## config.mk

```make
export PLATFORM = sky130hd
export DESIGN_NAME = md_issue_ctrl
export DESIGN_NICKNAME = d
export VERILOG_FILES = /design/src/rtl/md_issue_ctrl.sv
export SDC_FILE = /design/constraint.sdc
export NUM_CORES = 1
export LEC_CHECK = 0
export CORE_UTILIZATION = 40
export DETAILED_ROUTE_END_ITERATION = 8
export PLACE_DENSITY = 0.81
export SLEW_MARGIN = 30
export SYNTH_ARGS = -nofsm -noshare
export SYNTH_HDL_FRONTEND = slang
export SYNTH_SLANG_ARGS = --single-unit
```

## constraint.sdc

```tcl
create_clock -name clk -period 2.6 [get_ports clk]
set_clock_uncertainty 0.05 [all_clocks]
set_input_delay 0.26 -clock clk [delete_from_list [all_inputs] [get_ports clk]]
set_output_delay 0.26 -clock clk [all_outputs]
set_load 0.05 [all_outputs]
```

## src/rtl/md_issue_ctrl.sv

```systemverilog
// Decode-stage controller: RV32I/M decode plus a sequencer that issues M ops to an iterative mul/div unit.
// Optional MD_DIV0_BYPASS_EN: divide/remainder by zero is answered locally without starting the unit.
module md_issue_ctrl #(
  parameter int XLEN    = 32,
  parameter int TIMEOUT = 64
) (
  input  logic            clk,
  input  logic            rst,
  input  logic [31:0]     inst_d,
  input  logic            valid_d,
  input  logic            flush,
  input  logic [XLEN-1:0] rs1_val,
  input  logic [XLEN-1:0] rs2_val,
  output logic            reg_wr,
  output logic            sel_a,
  output logic            sel_b,
  output logic [1:0]      wb_sel,
  output logic [2:0]      imm_src,
  output logic [4:0]      alu_op,
  output logic            illegal,
  output logic            is_md,
  output logic            stall_d,
  output logic            md_start,
  output logic [2:0]      md_op,
  output logic [XLEN-1:0] md_a,
  output logic [XLEN-1:0] md_b,
  input  logic            md_done,
  input  logic [XLEN-1:0] md_result,
  output logic            md_abort,
  output logic            wb_valid,
  output logic [4:0]      wb_rd,
  output logic [XLEN-1:0] wb_data,
  output logic            wb_err
);
  localparam int TW = $clog2(TIMEOUT);
  localparam logic [4:0] ALU_ADD = 5'd0, ALU_SUB = 5'd1, ALU_SLL = 5'd2, ALU_SLT = 5'd3,
                         ALU_SLTU = 5'd4, ALU_XOR = 5'd5, ALU_SRL = 5'd6, ALU_SRA = 5'd7,
                         ALU_OR = 5'd8, ALU_AND = 5'd9, ALU_LUI = 5'd10, ALU_MUL = 5'd11;

  typedef enum logic [1:0] {S_IDLE, S_ISSUE, S_WAIT, S_WB} state_t;

  logic [6:0] opcode, funct7;
  logic [2:0] funct3;
  logic       shift_bad;
  logic       unused_fields;

  assign opcode = inst_d[6:0];
  assign funct3 = inst_d[14:12];
  assign funct7 = inst_d[31:25];
  assign unused_fields = ^inst_d[24:15];

  function automatic logic [4:0] base_alu(input logic [2:0] f3, input logic alt);
    case (f3)
      3'b000:  base_alu = alt ? ALU_SUB : ALU_ADD;
      3'b001:  base_alu = ALU_SLL;
      3'b010:  base_alu = ALU_SLT;
      3'b011:  base_alu = ALU_SLTU;
      3'b100:  base_alu = ALU_XOR;
      3'b101:  base_alu = alt ? ALU_SRA : ALU_SRL;
      3'b110:  base_alu = ALU_OR;
      default: base_alu = ALU_AND;
    endcase
  endfunction

  // Immediate shifts reuse funct7 as the upper immediate bits, so only the legal encodings pass.
  assign shift_bad = ((funct3 == 3'b001) && (funct7 != 7'b0000000)) ||
                     ((funct3 == 3'b101) && (funct7 != 7'b0000000) && (funct7 != 7'b0100000));

  always_comb begin
    reg_wr  = 1'b0;
    sel_a   = 1'b0;
    sel_b   = 1'b0;
    wb_sel  = 2'b00;
    imm_src = 3'b000;
    alu_op  = ALU_ADD;
    illegal = 1'b0;
    is_md   = 1'b0;
    case (opcode)
      7'b0110011: begin
        if (funct7 == 7'b0000001) begin
          is_md  = 1'b1;
          sel_a  = 1'b1;
          wb_sel = 2'b01;
          alu_op = ALU_MUL + {2'b00, funct3};
        end else if ((funct7 == 7'b0000000) || (funct7 == 7'b0100000)) begin
          reg_wr = 1'b1;
          sel_a  = 1'b1;
          wb_sel = 2'b01;
          alu_op = base_alu(funct3, funct7[5]);
        end else begin
          illegal = 1'b1;
        end
      end
      7'b0010011: begin
        if (shift_bad) begin
          illegal = 1'b1;
        end else begin
          reg_wr = 1'b1;
          sel_a  = 1'b1;
          sel_b  = 1'b1;
          wb_sel = 2'b01;
          alu_op = base_alu(funct3, (funct3 == 3'b101) && funct7[5]);
        end
      end
      7'b0000011: begin reg_wr = 1'b1; sel_a = 1'b1; sel_b = 1'b1; wb_sel = 2'b10; end
      7'b0100011: begin sel_a = 1'b1; sel_b = 1'b1; imm_src = 3'b001; end
      7'b0110111: begin reg_wr = 1'b1; sel_b = 1'b1; wb_sel = 2'b01; imm_src = 3'b100; alu_op = ALU_LUI; end
      7'b0010111: begin reg_wr = 1'b1; sel_b = 1'b1; wb_sel = 2'b01; imm_src = 3'b100; end
      7'b1100011: begin sel_b = 1'b1; imm_src = 3'b010; end
      7'b1101111: begin reg_wr = 1'b1; sel_b = 1'b1; imm_src = 3'b011; end
      7'b1100111: begin reg_wr = 1'b1; sel_a = 1'b1; sel_b = 1'b1; end
      default:    illegal = 1'b1;
    endcase
  end

  state_t          state_reg, state_next;
  logic [TW-1:0]   timer_reg;
  logic [4:0]      rd_reg;
  logic [2:0]      op_reg;
  logic [XLEN-1:0] a_reg, b_reg, wb_data_reg;
  logic            wb_err_reg;
  logic            accept, timeout_hit, div0_byp;

  assign accept      = (state_reg == S_IDLE) && valid_d && is_md && !flush;
  assign timeout_hit = (timer_reg == TW'(TIMEOUT - 1));
`ifdef MD_DIV0_BYPASS_EN
  assign div0_byp = funct3[2] && (rs2_val == '0);
`else
  assign div0_byp = 1'b0;
`endif

  always_comb begin
    state_next = state_reg;
    stall_d    = 1'b0;
    md_start   = 1'b0;
    md_abort   = 1'b0;
    wb_valid   = 1'b0;
    case (state_reg)
      S_IDLE: begin
        stall_d = accept;
        if (accept) state_next = div0_byp ? S_WB : S_ISSUE;
      end
      S_ISSUE: begin
        stall_d    = 1'b1;
        md_start   = 1'b1;
        md_abort   = flush;
        state_next = flush ? S_IDLE : S_WAIT;
      end
      S_WAIT: begin
        stall_d = 1'b1;
        if (flush) begin
          md_abort   = 1'b1;
          state_next = S_IDLE;
        end else if (md_done) begin
          state_next = S_WB;
        end else if (timeout_hit) begin
          md_abort   = 1'b1;
          state_next = S_WB;
        end
      end
      default: begin
        wb_valid   = !flush && (rd_reg != 5'd0);
        state_next = S_IDLE;
      end
    endcase
  end

  always_ff @(posedge clk) begin
    if (rst) begin
      state_reg   <= S_IDLE;
      timer_reg   <= '0;
      rd_reg      <= '0;
      op_reg      <= '0;
      a_reg       <= '0;
      b_reg       <= '0;
      wb_data_reg <= '0;
      wb_err_reg  <= 1'b0;
    end else begin
      state_reg <= state_next;
      case (state_reg)
        S_IDLE: if (accept) begin
          rd_reg      <= inst_d[11:7];
          op_reg      <= funct3;
          a_reg       <= rs1_val;
          b_reg       <= rs2_val;
          wb_err_reg  <= 1'b0;
          // Divide by zero yields all-ones; remainder by zero yields the dividend.
          wb_data_reg <= div0_byp ? (funct3[1] ? rs1_val : '1) : '0;
        end
        S_ISSUE: timer_reg <= '0;
        S_WAIT: if (!flush) begin
          if (md_done) begin
            wb_data_reg <= md_result;
            wb_err_reg  <= 1'b0;
          end else if (timeout_hit) begin
            wb_data_reg <= '0;
            wb_err_reg  <= 1'b1;
          end else begin
            timer_reg <= timer_reg + 1'b1;
          end
        end
        default: ;
      endcase
    end
  end

  assign md_op   = op_reg;
  assign md_a    = a_reg;
  assign md_b    = b_reg;
  assign wb_rd   = rd_reg;
  assign wb_data = wb_data_reg;
  assign wb_err  = wb_err_reg;
endmodule

```

==> flow_summary.toml, run 1 <==
[critical_path]
cp-start-kind = "primary input"
critPathKind = "in -> out"
critPathRequiredTime_ns = 2.29
crit_arrival_ns = 2.25
end_kind = "primary output"
crit_fanout = 3

[detailed_routing]
firstDrtPassIters = 4
drcViolationCount = 0
vias_per_cell = 4.99
drt_wl_total_um = 16000
antenna_left = 0
wl_per_cell_um = 15.2
num_vias = 5254
drt_iter0_drc = 332

[sta]
finalSetupViolCount = 0
hold_violations = 0
max_slew.worst_pin.slew_ns = 0.549
relSlewSlack = 0.633
drv_slew = 0
rsz0062_at_grt = "true"
hold_slack_ns = 0.235
min_period_over_period = 0.984
worst_slack_ns = 0.0412
max_freq_ghz = 0.391
period_minus_slack_ns = 2.56

[yosys]
yosysWarnings = 0
syn-cell-area_um2 = 5000
yosysUniqueCellTypes = 50
synth-main-ff-cell = "dfxtp_1"
synthCells = 602
ys_ff_latch = 113
synth_nets = 746
synth_enable_flop_cells = 0
async_flop_share = 0
avgSynthCellArea_um2 = 8.31
seq_area_frac_synth = 0.452

[die]
dieArea_um2 = 13000
die_w_um = 114
start_util = 0.413
io_pins = 257
row_count = 40
die_h_um = 114
coreArea_um2 = 12100

[global_route]
grt_pass1_wl_um = 25400
track_usage = 0.248
grt_max_degree = 73
antenna_found_initial = 0
overflow = 0
grt_pass1_vias = 5462

[power]
p_per_area_nw_per_um2 = 544
internal_power_mw = 3.58
swShare = 0.231
p_sw_mw = 1.08
power_mw = 4.65
p_clk_frac = 0.474
pwr-share-seq = 0.375
vdd_drop_max_mv = 0.385
p_comb_frac = 0.151
power_leakage_nw = 3.26

[clock_network]
tritoncts = "built"
cts_hold_buf = 0
cts.sinks = 113
htreeDepth = 4
clock_latency_ns = 0.40
cts_root_buf = "clkbuf_16"
numCtsBuffers = 17
clk_path_buf_depth = 2
clkTransAtPathRegs_ns = 0.05

[cells_and_area]
finish.utilization = 0.706
nets = 1016
area_delta_synth_final_pct = 70.9
drive_gt1_frac = 0.127
n_fill_cell = 933
antennaDiodeCount = 0

[place]
gp_congestion = 0.937
hpwlAfterDp_um = 11700
numPortBuffers = 246
place_ws_ns = -0.268

[outcome]
run_status = "complete, no violations"

[flow_run]
cap_violations = 0

[worst_hold_path]
min_path_type = "in -> reg"
==> power by group through the flow <==
stage                     Clock, mW  Sequential [mW]  Combinational, mW
final                          2.20             1.74              0.704
after global routing           2.34             1.74              0.741
after CTS                      2.24             1.74              0.697
after detailed placement          0             1.78              0.685
after global placement            0             1.78              0.670
after floorplan                   0             1.78              0.344
==> through the flow <==
stage | instance area, um^2 | TNS (ns) | std cells
floorplan | 5010 | 0 | 602
finish | 8550 | 0 | 1052
CTS | 8520 | -0.0620 | 1052
global route | 8550 | -0.00543 | 1052
global placement | 7900 | -16.08 | 1019
detailed placement | 7900 | -21.43 | 1019
==> worst max-delay path: stages <==
cell and delay (ns):
clkdlybuf4s50_1 0.40, or3_4 0.39, or4_4 0.50, buf_4 0.17, nor4_4 0.20, nor2_2 0.08, nor2_4 0.10, buf_12 0.14
==> per-layer routing <==
metal / GRT usage / vias to the layer above / routed length, um
li1: - / 2542 / -
met1: 0.255 / 2447 / 6010
met2: 0.465 / 217 / 8340
met3: 0.0638 / 48 / 1060
met4: 0.123 / 0 / 624
met5: 0 / - / 0
==> worst paths after layout <==
check	startpoint	to	slack (ns)	cells past startpoint
worst max-delay path	inst_d[28]	stall_d	0.04	8
worst min-delay path	rst	timer_reg[0]	0.23	2
worst max register to register	state_reg[0]	timer_reg[3]	0.46	7
worst min register to register	md_a[3]	md_a[3]	0.40	2
==> cells in the final DEF (no fill, tap or decap), types with 3 or more instances in the layout <==
master,instances
nor2_2,3
o21ai_0,5
nor3b_1,4
buf_4,42
clkdlybuf4s50_1,225
nor3_1,5
ha_1,11
clkbuf_16,17
clkbuf_1,4
mux2_2,4
clkbuf_8,6
a21oi_2,3
nor2_1,13
and3_1,3
dfxtp_1,113
a21oi_1,78
nand2b_1,40
and2_1,3
buf_12,18
mux2i_1,34
nand3_1,5
nand2_1,186
nor4_4,3
inv_1,10
==> synthesized netlist by cell type, types with 2 or more instances <==
master	n	area, um^2
a211oi_1	2	15.0
a21oi_1	78	390
a21oi_2	3	26.3
a31oi_1	2	12.5
and2_1	3	18.8
and3_1	3	18.8
buf_4	4	30.0
buf_6	14	158
clkbuf_1	17	63.8
dfxtp_1	113	2260
ha_1	11	138
inv_1	10	37.5
mux2_2	4	45.0
mux2i_1	34	340
nand2_1	188	706
nand2b_1	40	250
nand3_1	5	25.0
nor2_1	17	63.8
nor2b_1	2	12.5
nor3_1	5	25.0
nor3b_1	4	30.0
nor4_1	3	18.8
o21ai_0	7	35.0
o22ai_1	3	18.8
o32a_1	2	20.0
or2_2	2	12.5
or4_1	2	15.0
xnor2_1	2	17.5
==> repair_timing <==
item | in CTS | in global routing
pin swaps | 2 | 1
setup buffers | 2 | 0
gates cloned | 0 | 0
gates resized for setup | 5 | 7
endpoints found under the setup margin | 5 | 4
==> logic make-up (layout without fill, tap and decap cells) <==
family                     count (synthesis)  in the layout  synth area share
DFF                                      113            113             0.452
buffers and inverters                     46            328            0.0588
xor gates and xnor gates                   3              3           0.00525
adders and majority gates                 11             11            0.0275
muxes                                     38             38            0.0770
AOI/OAI and AO/OA                        109            109             0.124
and+or+nand+nor                          282            282             0.256
==> cell type report <==
class / instances / area, um^2 / area share
clock buffers: 27 / 523 / 0.0612
clock inverters: 4 / 47.5 / 0.00556
inverters: 10 / 37.5 / 0.00439
multi-input cells: 443 / 2520 / 0.294
flip-flops and latches: 113 / 2260 / 0.265
well taps: 168 / 210 / 0.0246
repair buffers: 287 / 2950 / 0.345
(Power assumes the default switching activity.)
==> run 2: changes to the inputs <==
- CTS_BUF_LIST: not set -> sky130_fd_sc_hd__clkbuf_8
==> run 2 against run 1 <==
  * Via count shrank 1.3%
  * Critical endpoint is now alu_op[2]
  * Die area is the same
  * First-iteration DRC count shrank 23%
  * Highest routed layer unchanged
  * Utilization shrank 1.6 points
  * Largest power group is now registers
  * Routed wire length shrank 3.0%
  * Worst setup slack gained 0.016 ns
  * Clock power shrank 30%
  * Register-to-register slack gained 0.02 ns
  * Hold slack lost 0.022 ns
  * Non-clock buffer count is the same
  * Global-route usage shrank 0.74 points
  * Critical path depth grew 2
==> flow_summary.toml, run 2 (synthesis results as in run 1) <==
[power]
p_per_area_nw_per_um2 = 476
power_mw = 3.98
power_leakage_nw = 3.19
p_comb_frac = 0.176
p_sw_mw = 0.978
swShare = 0.246
internal_power_mw = 3.00
pwr-share-seq = 0.437
p_clk_frac = 0.387
vdd_drop_max_mv = 0.319

[sta]
max_slew.worst_pin.slew_ns = 0.555
drv_slew = 0
finalSetupViolCount = 0
relSlewSlack = 0.629
period_minus_slack_ns = 2.54
rsz0062_at_grt = "true"
max_freq_ghz = 0.393
hold_slack_ns = 0.213
hold_violations = 0
min_period_over_period = 0.978

[global_route]
grt_pass1_wl_um = 24800
grt-busiest-layer = "met2"
grt_max_degree = 73
antenna_found_initial = 0
overflow = 0
grt_pass1_vias = 5368
grtUsageMet3 = 0.0664
grt_use_met2 = 0.446
track_usage = 0.241
met1_usage = 0.251

[cells_and_area]
nets = 1016
n_fill_cell = 965
antennaDiodeCount = 0
final_cell_mix = "clkdlybuf4s50_1 (225), nand2_1 (186), dfxtp_1 (113)"
final_common_cell = "clkdlybuf4s50_1"
drive_gt1_frac = 0.126
final_cells = 1052
area_delta_synth_final_pct = 66.9

[critical_path]
critPathTopFamily = "buffers and inverters"
crit_fanout = 3
cp-start-kind = "primary input"
path_cells = "clkdlybuf4s50_1, or3_4, buf_4, nor4_4, nand2_2, buf_4, inv_1, o2bb2ai_1, buf_4, buf_12"
end_kind = "primary output"
crit_path_top_delay_cell = "clkdlybuf4s50_1"
cp.depth = 10
path_common_cell = "buf_4"
critPathMaxStageDelay_ns = 0.41
critPathRequiredTime_ns = 2.29
critPathKind = "in -> out"
crit_arrival_ns = 2.23
r2r_cells = 7
cp_num_buf_inv = 6

[clock_network]
tritoncts = "built"
cts_hold_buf = 0
htreeDepth = 4
cts_root_buf = "clkbuf_8"
clock_latency_ns = 0.42
cts.sinks = 113
clk_path_buf_depth = 2
numCtsBuffers = 17
clkTransAtPathRegs_ns = 0.06

[worst_hold_path]
hold_path_depth = 2
min_path_type = "in -> reg"

[die]
start_util = 0.413
coreArea_um2 = 12100
io_pins = 257
dieArea_um2 = 13000
die_w_um = 114
die_h_um = 114
row_count = 40

[detailed_routing]
firstDrtPassIters = 4
num_vias = 5188
antenna_left = 0
vias_per_cell = 4.93
drt_iter0_drc = 255
drcViolationCount = 0
drt_wl_total_um = 15600
wl_per_cell_um = 14.8

[outcome]
run_status = "complete, no violations"

[place]
gp_congestion = 0.937
placed_cells = 1019
hpwlAfterDp_um = 11700
numPortBuffers = 246

[flow_run]
cap_violations = 0
[run 2: cell types whose count changed in the layout (fill, tap and decap cells not counted)]
cell,previous run,this run
clkbuf_8,6,23
clkbuf_1,4,0
inv_1,10,14
clkbuf_16,17,0
o2bb2ai_1,0,1
o2bb2ai_2,1,0
[run 2: final timing paths]
path	from	endpoint	slack (ns)
setup reg to reg	state_reg[0]	timer_reg[3]	0.48
setup / recovery	inst_d[28]	alu_op[2]	0.06
hold reg to reg	md_a[3]	md_a[3]	0.40
hold / removal	rst	timer_reg[0]	0.21
[run 2: worst reg2reg max path, cell delays in order (launching register included)]
cell and delay [ns]:
dfxtp_1 0.33, inv_1 0.11, ha_1 0.30, nand2b_1 0.14, a311o_1 0.41, and2_1 0.22
or3_1 0.34, a21oi_1 0.16
[run 2: repair_timing]
item | CTS | global route
pin swaps | 2 | 1
endpoints found under the setup margin | 5 | 4
buffers inserted | 2 | 0
gates resized for setup | 5 | 6
[run 2: power groups by stage]
stage / sequential (mW) / clock, mW / combinational [mW]
floorplan: 1.78 / 0 / 0.344
global placement: 1.78 / 0 / 0.670
detailed placement: 1.78 / 0 / 0.685
CTS: 1.74 / 1.58 / 0.694
global route: 1.74 / 1.67 / 0.738
finish: 1.74 / 1.54 / 0.699
[run 2: layout make-up]
class,count,area (um^2),share of cell area
Sequential cell,113,2260,0.271
Inverter,10,37.5,0.00449
Timing Repair Buffer,287,2950,0.354
Clock buffer,23,317,0.0379
Multi-Input combinational cell,443,2510,0.301
Tap cell,168,210,0.0252
Clock inverter,8,62.6,0.00749
[run 2: per-layer routing]
metal  wire, um  vias to the layer above
met5          0                        -
met4        520                        0
met3       1000                       45
met2       8200                      191
met1       5840                     2410
li1           -                     2542
[run 2: per-stage QoR]
| stage | setup slack (ns) | instance area (um^2) | TNS [ns] | util |
|---|---|---|---|---|
| 3_5_place_dp | -0.268 | 7900 | -21.43 | 0.653 |
| 5_1_grt | -0.00232 | 8350 | -0.00232 | 0.690 |
| 4_1_cts | -0.0620 | 8330 | -0.0620 | 0.687 |
| 6_report | 0.0571 | 8350 | 0 | 0.690 |
| 3_3_place_gp | -0.214 | 7900 | -16.08 | 0.653 |
| 2_1_floorplan | 0.124 | 5010 | 0 | - |
